--- config.mk ---
export PLATFORM = sky130hd
export DESIGN_NAME = sync_fifo
export DESIGN_NICKNAME = d
export VERILOG_FILES = /design/src/rtl/sync_fifo_pkg.sv /design/src/rtl/sync_fifo_mem.sv /design/src/rtl/sync_fifo.sv
export SDC_FILE = /design/constraint.sdc
export NUM_CORES = 1
export LEC_CHECK = 0
export CAP_MARGIN = 20
export CORE_MARGIN = 1
export CORE_UTILIZATION = 35
export DETAILED_ROUTE_END_ITERATION = 10
export PLACE_DENSITY = 0.65
export SLEW_MARGIN = 20
export SYNTH_ARGS = -nofsm -noshare
export SYNTH_HDL_FRONTEND = slang
export SYNTH_SLANG_ARGS = --single-unit
--- constraint.sdc ---
create_clock -name clk -period 2.65 [get_ports clk]
set_input_delay 0.53 -clock clk [delete_from_list [all_inputs] [get_ports clk]]
set_output_delay 0.53 -clock clk [all_outputs]
set_load 0.05 [all_outputs]
--- src/rtl/sync_fifo_pkg.sv ---
// Shared types and helpers for the synchronous FIFO.
package sync_fifo_pkg;

    // Per-cycle transfer kind, built as {write accepted, read accepted}.
    typedef enum logic [1:0] {
        OP_IDLE  = 2'b00,
        OP_READ  = 2'b01,
        OP_WRITE = 2'b10,
        OP_BOTH  = 2'b11
    } fifo_op_e;

    // Circular increment that is valid for any depth, not only powers of two.
    function automatic int unsigned wrap_next(input int unsigned ptr, input int unsigned depth);
        return (ptr == depth - 1) ? 0 : ptr + 1;
    endfunction

endpackage

--- src/rtl/sync_fifo_mem.sv ---
// Storage array for sync_fifo: one write port, one read port.
// FWFT=0 gives a registered read (reset to zero), FWFT=1 an asynchronous read.
module sync_fifo_mem #(
    parameter int WIDTH = 8,
    parameter int DEPTH = 16,
    parameter int FWFT  = 0,
    parameter int PTR_W = 4
) (
    input  logic             clk,
    input  logic             rst_n,
    input  logic             we,
    input  logic [PTR_W-1:0] waddr,
    input  logic [WIDTH-1:0] wdata,
    input  logic             re,
    input  logic [PTR_W-1:0] raddr,
    output logic [WIDTH-1:0] rdata
);

    logic [WIDTH-1:0] mem [DEPTH];

    // Storage write; contents are deliberately not reset.
    always_ff @(posedge clk) begin
        if (we) begin
            mem[waddr] <= wdata;
        end
    end

    generate
        if (FWFT != 0) begin : g_async_read
            // Read enable and reset only matter for the registered read path.
            logic unused_rd_ctrl;
            assign unused_rd_ctrl = re ^ rst_n;
            assign rdata = mem[raddr];
        end else begin : g_sync_read
            logic [WIDTH-1:0] rdata_q;

            // Registered read: captures the addressed word on a read, otherwise holds.
            always_ff @(posedge clk or negedge rst_n) begin
                if (!rst_n) begin
                    rdata_q <= '0;
                end else if (re) begin
                    rdata_q <= mem[raddr];
                end
            end

            assign rdata = rdata_q;
        end
    endgenerate

endmodule

--- src/rtl/sync_fifo.sv ---
// Parametrised single-clock FIFO with occupancy count, programmable
// almost-full/almost-empty flags, optional first-word-fall-through read,
// synchronous flush and sticky overflow/underflow flags.
//
// Handshake: a write is accepted when write=1 and full=0; a read is accepted
// when read=1 and empty=0. Rejected requests are dropped and set the matching
// sticky flag. With both requests on a full FIFO only the read is taken, and on
// an empty FIFO only the write is taken; there is no pass-through path.
module sync_fifo
    import sync_fifo_pkg::*;
#(
    parameter int WIDTH     = 8,
    parameter int DEPTH     = 16,
    parameter int FWFT      = 0,
    parameter int AFULL_TH  = DEPTH - 2,
    parameter int AEMPTY_TH = 2
) (
    input  logic                       clk,
    input  logic                       rst_n,
    input  logic                       flush,
    input  logic                       write,
    input  logic [WIDTH-1:0]           write_data,
    input  logic                       read,
    output logic [WIDTH-1:0]           read_data,
    output logic                       full,
    output logic                       empty,
    output logic                       almost_full,
    output logic                       almost_empty,
    output logic [$clog2(DEPTH+1)-1:0] count,
    output logic                       overflow,
    output logic                       underflow
);

    localparam int PTR_W = $clog2(DEPTH);
    localparam int CNT_W = $clog2(DEPTH + 1);

    localparam logic [CNT_W-1:0] DEPTH_C  = CNT_W'(DEPTH);
    localparam logic [CNT_W-1:0] AFULL_C  = CNT_W'(AFULL_TH);
    localparam logic [CNT_W-1:0] AEMPTY_C = CNT_W'(AEMPTY_TH);

    // Configuration sanity: thresholds must lie within 0..DEPTH.
    generate
        if (AFULL_TH < 0 || AFULL_TH > DEPTH) begin : g_bad_afull
            $error("sync_fifo: AFULL_TH=%0d outside 0..DEPTH=%0d", AFULL_TH, DEPTH);
        end
        if (AEMPTY_TH < 0 || AEMPTY_TH > DEPTH) begin : g_bad_aempty
            $error("sync_fifo: AEMPTY_TH=%0d outside 0..DEPTH=%0d", AEMPTY_TH, DEPTH);
        end
        if (DEPTH < 2 || WIDTH < 1) begin : g_bad_size
            $error("sync_fifo: DEPTH must be >= 2 and WIDTH >= 1");
        end
    endgenerate

    logic [PTR_W-1:0] wr_ptr_q;
    logic [PTR_W-1:0] rd_ptr_q;
    logic [CNT_W-1:0] count_q;
    logic             overflow_q;
    logic             underflow_q;

    logic             wr_acc;
    logic             rd_acc;
    logic [PTR_W-1:0] wr_ptr_nxt;
    logic [PTR_W-1:0] rd_ptr_nxt;
    fifo_op_e         op;
    logic [WIDTH-1:0] mem_rdata;

    // Flags decode straight from the registered count.
    assign full         = (count_q == DEPTH_C);
    assign empty        = (count_q == '0);
    assign almost_full  = (count_q >= AFULL_C);
    assign almost_empty = (count_q <= AEMPTY_C);
    assign count        = count_q;
    assign overflow     = overflow_q;
    assign underflow    = underflow_q;

    assign wr_acc = write & ~full;
    assign rd_acc = read & ~empty;

    // Next-pointer and transfer-kind decode.
    always_comb begin
        wr_ptr_nxt = PTR_W'(wrap_next(32'(wr_ptr_q), DEPTH));
        rd_ptr_nxt = PTR_W'(rd_ptr_q == PTR_W'(DEPTH - 1) ? 0 : 32'(rd_ptr_q) + 1);
        op         = fifo_op_e'({wr_acc, rd_acc});
    end

    // Pointer, occupancy and sticky-flag state; flush outranks any transfer.
    always_ff @(posedge clk or negedge rst_n) begin
        if (!rst_n) begin
            wr_ptr_q    <= '0;
            rd_ptr_q    <= '0;
            count_q     <= '0;
            overflow_q  <= 1'b0;
            underflow_q <= 1'b0;
        end else if (flush) begin
            wr_ptr_q    <= '0;
            rd_ptr_q    <= '0;
            count_q     <= '0;
            overflow_q  <= 1'b0;
            underflow_q <= 1'b0;
        end else begin
            if (wr_acc) begin
                wr_ptr_q <= wr_ptr_nxt;
            end
            if (rd_acc) begin
                rd_ptr_q <= rd_ptr_nxt;
            end
            case (op)
                OP_WRITE: count_q <= count_q + 1'b1;
                OP_READ:  count_q <= count_q - 1'b1;
                default:  count_q <= count_q;
            endcase
            if (write && full) begin
                overflow_q <= 1'b1;
            end
            if (read && empty) begin
                underflow_q <= 1'b1;
            end
        end
    end

    sync_fifo_mem #(
        .WIDTH (WIDTH),
        .DEPTH (DEPTH),
        .FWFT  (FWFT),
        .PTR_W (PTR_W)
    ) u_mem (
        .clk   (clk),
        .rst_n (rst_n),
        .we    (wr_acc & ~flush),
        .waddr (wr_ptr_q),
        .wdata (write_data),
        .re    (rd_acc & ~flush),
        .raddr (rd_ptr_q),
        .rdata (mem_rdata)
    );

    // In FWFT mode the head word is only presented while something is stored.
    generate
        if (FWFT != 0) begin : g_fwft_out
            assign read_data = empty ? '0 : mem_rdata;
        end else begin : g_reg_out
            assign read_data = mem_rdata;
        end
    endgenerate

endmodule

==> reports/results.tsv <==
metric	value	unit
crit-path max cell delay	0.63	ns
HPWL after DPL	8473	microns
vias in the first global route	3636	
CTS sink count	151	
Nets	443	
Die Ht	137.5	microns
CTS tree	built	
clk_lat worst skew	0.42	ns
Critical Path, Cell by Cell	buf_4, or4_1, nor2_4, buf_12	
die width	137.5	microns
GPL Wtd Cong	0.8126	
core box area	0.01796	sq mm
Routed WL per cell	19.33	microns
DR vias/cell	5.211	
global router's overall resource usage	15.15	%
H-tree level count	4	
number of synthesized flops with an enable pin	128	
Worst Hold Class	input pin to async pin	
Final TNS setup	0	ns
max_cap viols	0	
clk slew on worst S/H paths	0.06	ns
layout cell share with drive strength beyond 1	27.98	%
multi-input logic area	0.001859	sq mm
Worst Skew	0.007814	ns
root buf cell	clkbuf_16	
Total Power	6.942	mW
vias	3465	
Num CTS Buffers	17	
Slew @ Worst Pin	0.9170	ns
DIE AREA	0.01890	sq mm
1st-iter DRT viols	214	
Synth Net Count	383	
Ant. Diodes	0	
Period minus WS final	2.535	ns
slowest CP cell	or4_1	
relative slew slack	38.87	%
DRC viols	0	
fmax	394.4	MHz
port buffer count	31	
Synth Warn #	0	
synthesized flop and latch total	151	
final hold viol count	0	
crit-path max FO	9	
Seq/Total Area, Yosys	68.78	%
Final setup viols	0	
Avg Cell Area, Syn	17.70	sq um
global-route wire length before repair	20330	microns
dominant delay contributor by cell family on the critical path	simple AND/OR/NAND/NOR gates	
RSZ-0062 raised after global routing	false	
Seq. cell area	0.004423	sq mm
Post-Syn Instances	363	
fillers	1582	
First-pass DRT Iterations	5	
Top-Level Pins	32	
Synth Flop Type	edfxtp_1	
gr ovfl total	0	
CP endpoint kind	primary output	
Peak VDD IR	0.9012	mV
Setup CP Type	flip-flop to primary output	
initial antenna violation count	1	
Final ANT Viol Nets	0	
crit start category	flip-flop	
largest net degree at the start of global routing	24	
outcome	complete, no violations	
power per standard cell area	894.9	mW/mm^2
mapped cell area	0.006425	sq mm
critical path arrival	2.01	ns
CTS max path bufs	2	
Leak Pwr	2.571	nW
Rows	49	
Async S/R FF share, synth	15.23	%
Final period util	95.67	%
post-synth cell types	54	
Worst EP required	2.12	ns
WP buf/inv	2	
Slew Viols, Final	0	
P&R area growth vs syn	20.74	%
Total Routed Length	12860	microns
Initial Util	35.77	%
==> synthesized netlist by cell type, types with 3 or more instances <==
| cell type | count | area share [%] |
|---|---|---|
| edfxtp_1 | 128 | 60 |
| mux4_2 | 32 | 11 |
| nor2_1 | 27 | 1.6 |
| dfrtp_1 | 23 | 9.0 |
| mux2i_1 | 20 | 3.1 |
| nand2_1 | 19 | 1.1 |
| clkbuf_1 | 11 | 0.64 |
| buf_2 | 8 | 0.62 |
| o221ai_2 | 8 | 1.9 |
| a21oi_1 | 7 | 0.55 |
| ha_1 | 7 | 1.4 |
| inv_1 | 7 | 0.41 |
| buf_6 | 5 | 0.88 |
| o21ai_0 | 5 | 0.39 |
| a31oi_1 | 4 | 0.39 |
| nor3_1 | 4 | 0.31 |
| nor4_1 | 3 | 0.29 |
| o211ai_1 | 3 | 0.35 |
==> worst paths after layout <==
| path | startpoint | to | slack [ns] | depth (start not counted) |
|---|---|---|---|---|
| min in group clk | underflow | underflow | 0.50 | 2 |
| min | rst_n | count[0] | 0.48 | 2 |
| max | count[0] | full | 0.11 | 4 |
| max reg2reg | count[4] | count[3] | 0.22 | 7 |
| min reg2reg | underflow | underflow | 0.50 | 2 |
| max in group asynchronous | rst_n | count[3] | 1.90 | 2 |
==> cell type report <==
type	count	share of cell area (%)
clock buffers	18	5.532
flip-flops and latches	151	57.02
well taps	229	3.694
multi-input cells	180	23.97
clock inverters	14	1.484
inverters	7	0.3387
repair buffers	66	7.968
==> timing repair <==
| item | CTS | global route |
|---|---|---|
| setup buffers | 0 | 0 |
| gates resized for setup | 1 | 2 |
| hold endpoints to repair | 0 | 0 |
| hold buffers | 0 | 0 |
| endpoints found under the setup margin | 1 | 2 |
==> cells in the final DEF, fill, tap and decap left out, types with 6 or more instances in the layout <==
cell type        synthesis  layout
mux2i_1                 20      20
nand2_1                 19      19
clkbuf_16                0      17
nor2_1                  27      26
a21oi_1                  7       7
edfxtp_1               128     128
dfrtp_1                 23      20
ha_1                     7       6
o221ai_2                 8       8
clkdlybuf4s50_1          0      27
mux4_2                  32      32
buf_4                    0      34
inv_1                    7       7
==> through the flow <==
stage                     utilization, %  instances  hold WS (ns)  setup slack, ns  cell area [sq um]
final                              43.18        665        0.4823           0.1146               7757
after global routing               43.18        665        0.5191         0.008691               7757
after CTS                          43.14        665        0.4780          0.03765               7750
after detailed placement           40.10        633        0.4889          0.06721               7203
after global placement             40.10        633        0.4833           0.1143               7203
after floorplan                        -        363        0.2344         0.006025               6441
==> kinds of logic (layout without fill, tap and decap cells) <==
family                   count (synthesis)  count (layout)  synth area share (%)
AO/OA/AOI/OAI                           48              48                 6.894
XOR/XNOR                                 3               3                0.4090
adder cells (fa/ha/maj)                  7               7                 1.363
buffers and inverters                   32             105                 2.610
flip-flops                             151             151                 68.78
multiplexers                            54              54                 14.68
AND/OR/NAND/NOR                         68              68                 5.258
==> power breakdown <==
part	leakage [nW]	switching (mW)	internal, mW
clock network	0.259	0.981	1.22
logic	0.861	1.17	0.732
registers	1.45	0.122	2.71
total	2.57	2.28	4.66
==> sequential cells by signal (all words and copies together) (netlist names) <==
register     cells
rd_ptr_q         4
overflow         1
u_mem.rdata      8
underflow        1
count            5
u_mem.mem      128
wr_ptr_q         4
==> per-layer routing <==
metal | wire length (microns) | GRT usage, %
met1 | 5820 | 19.58
met2 | 6280 | 24.62
met3 | 590 | 3.974
met4 | 150 | 5.250
met5 | 13 | 0
(Power assumes the default switching activity.)
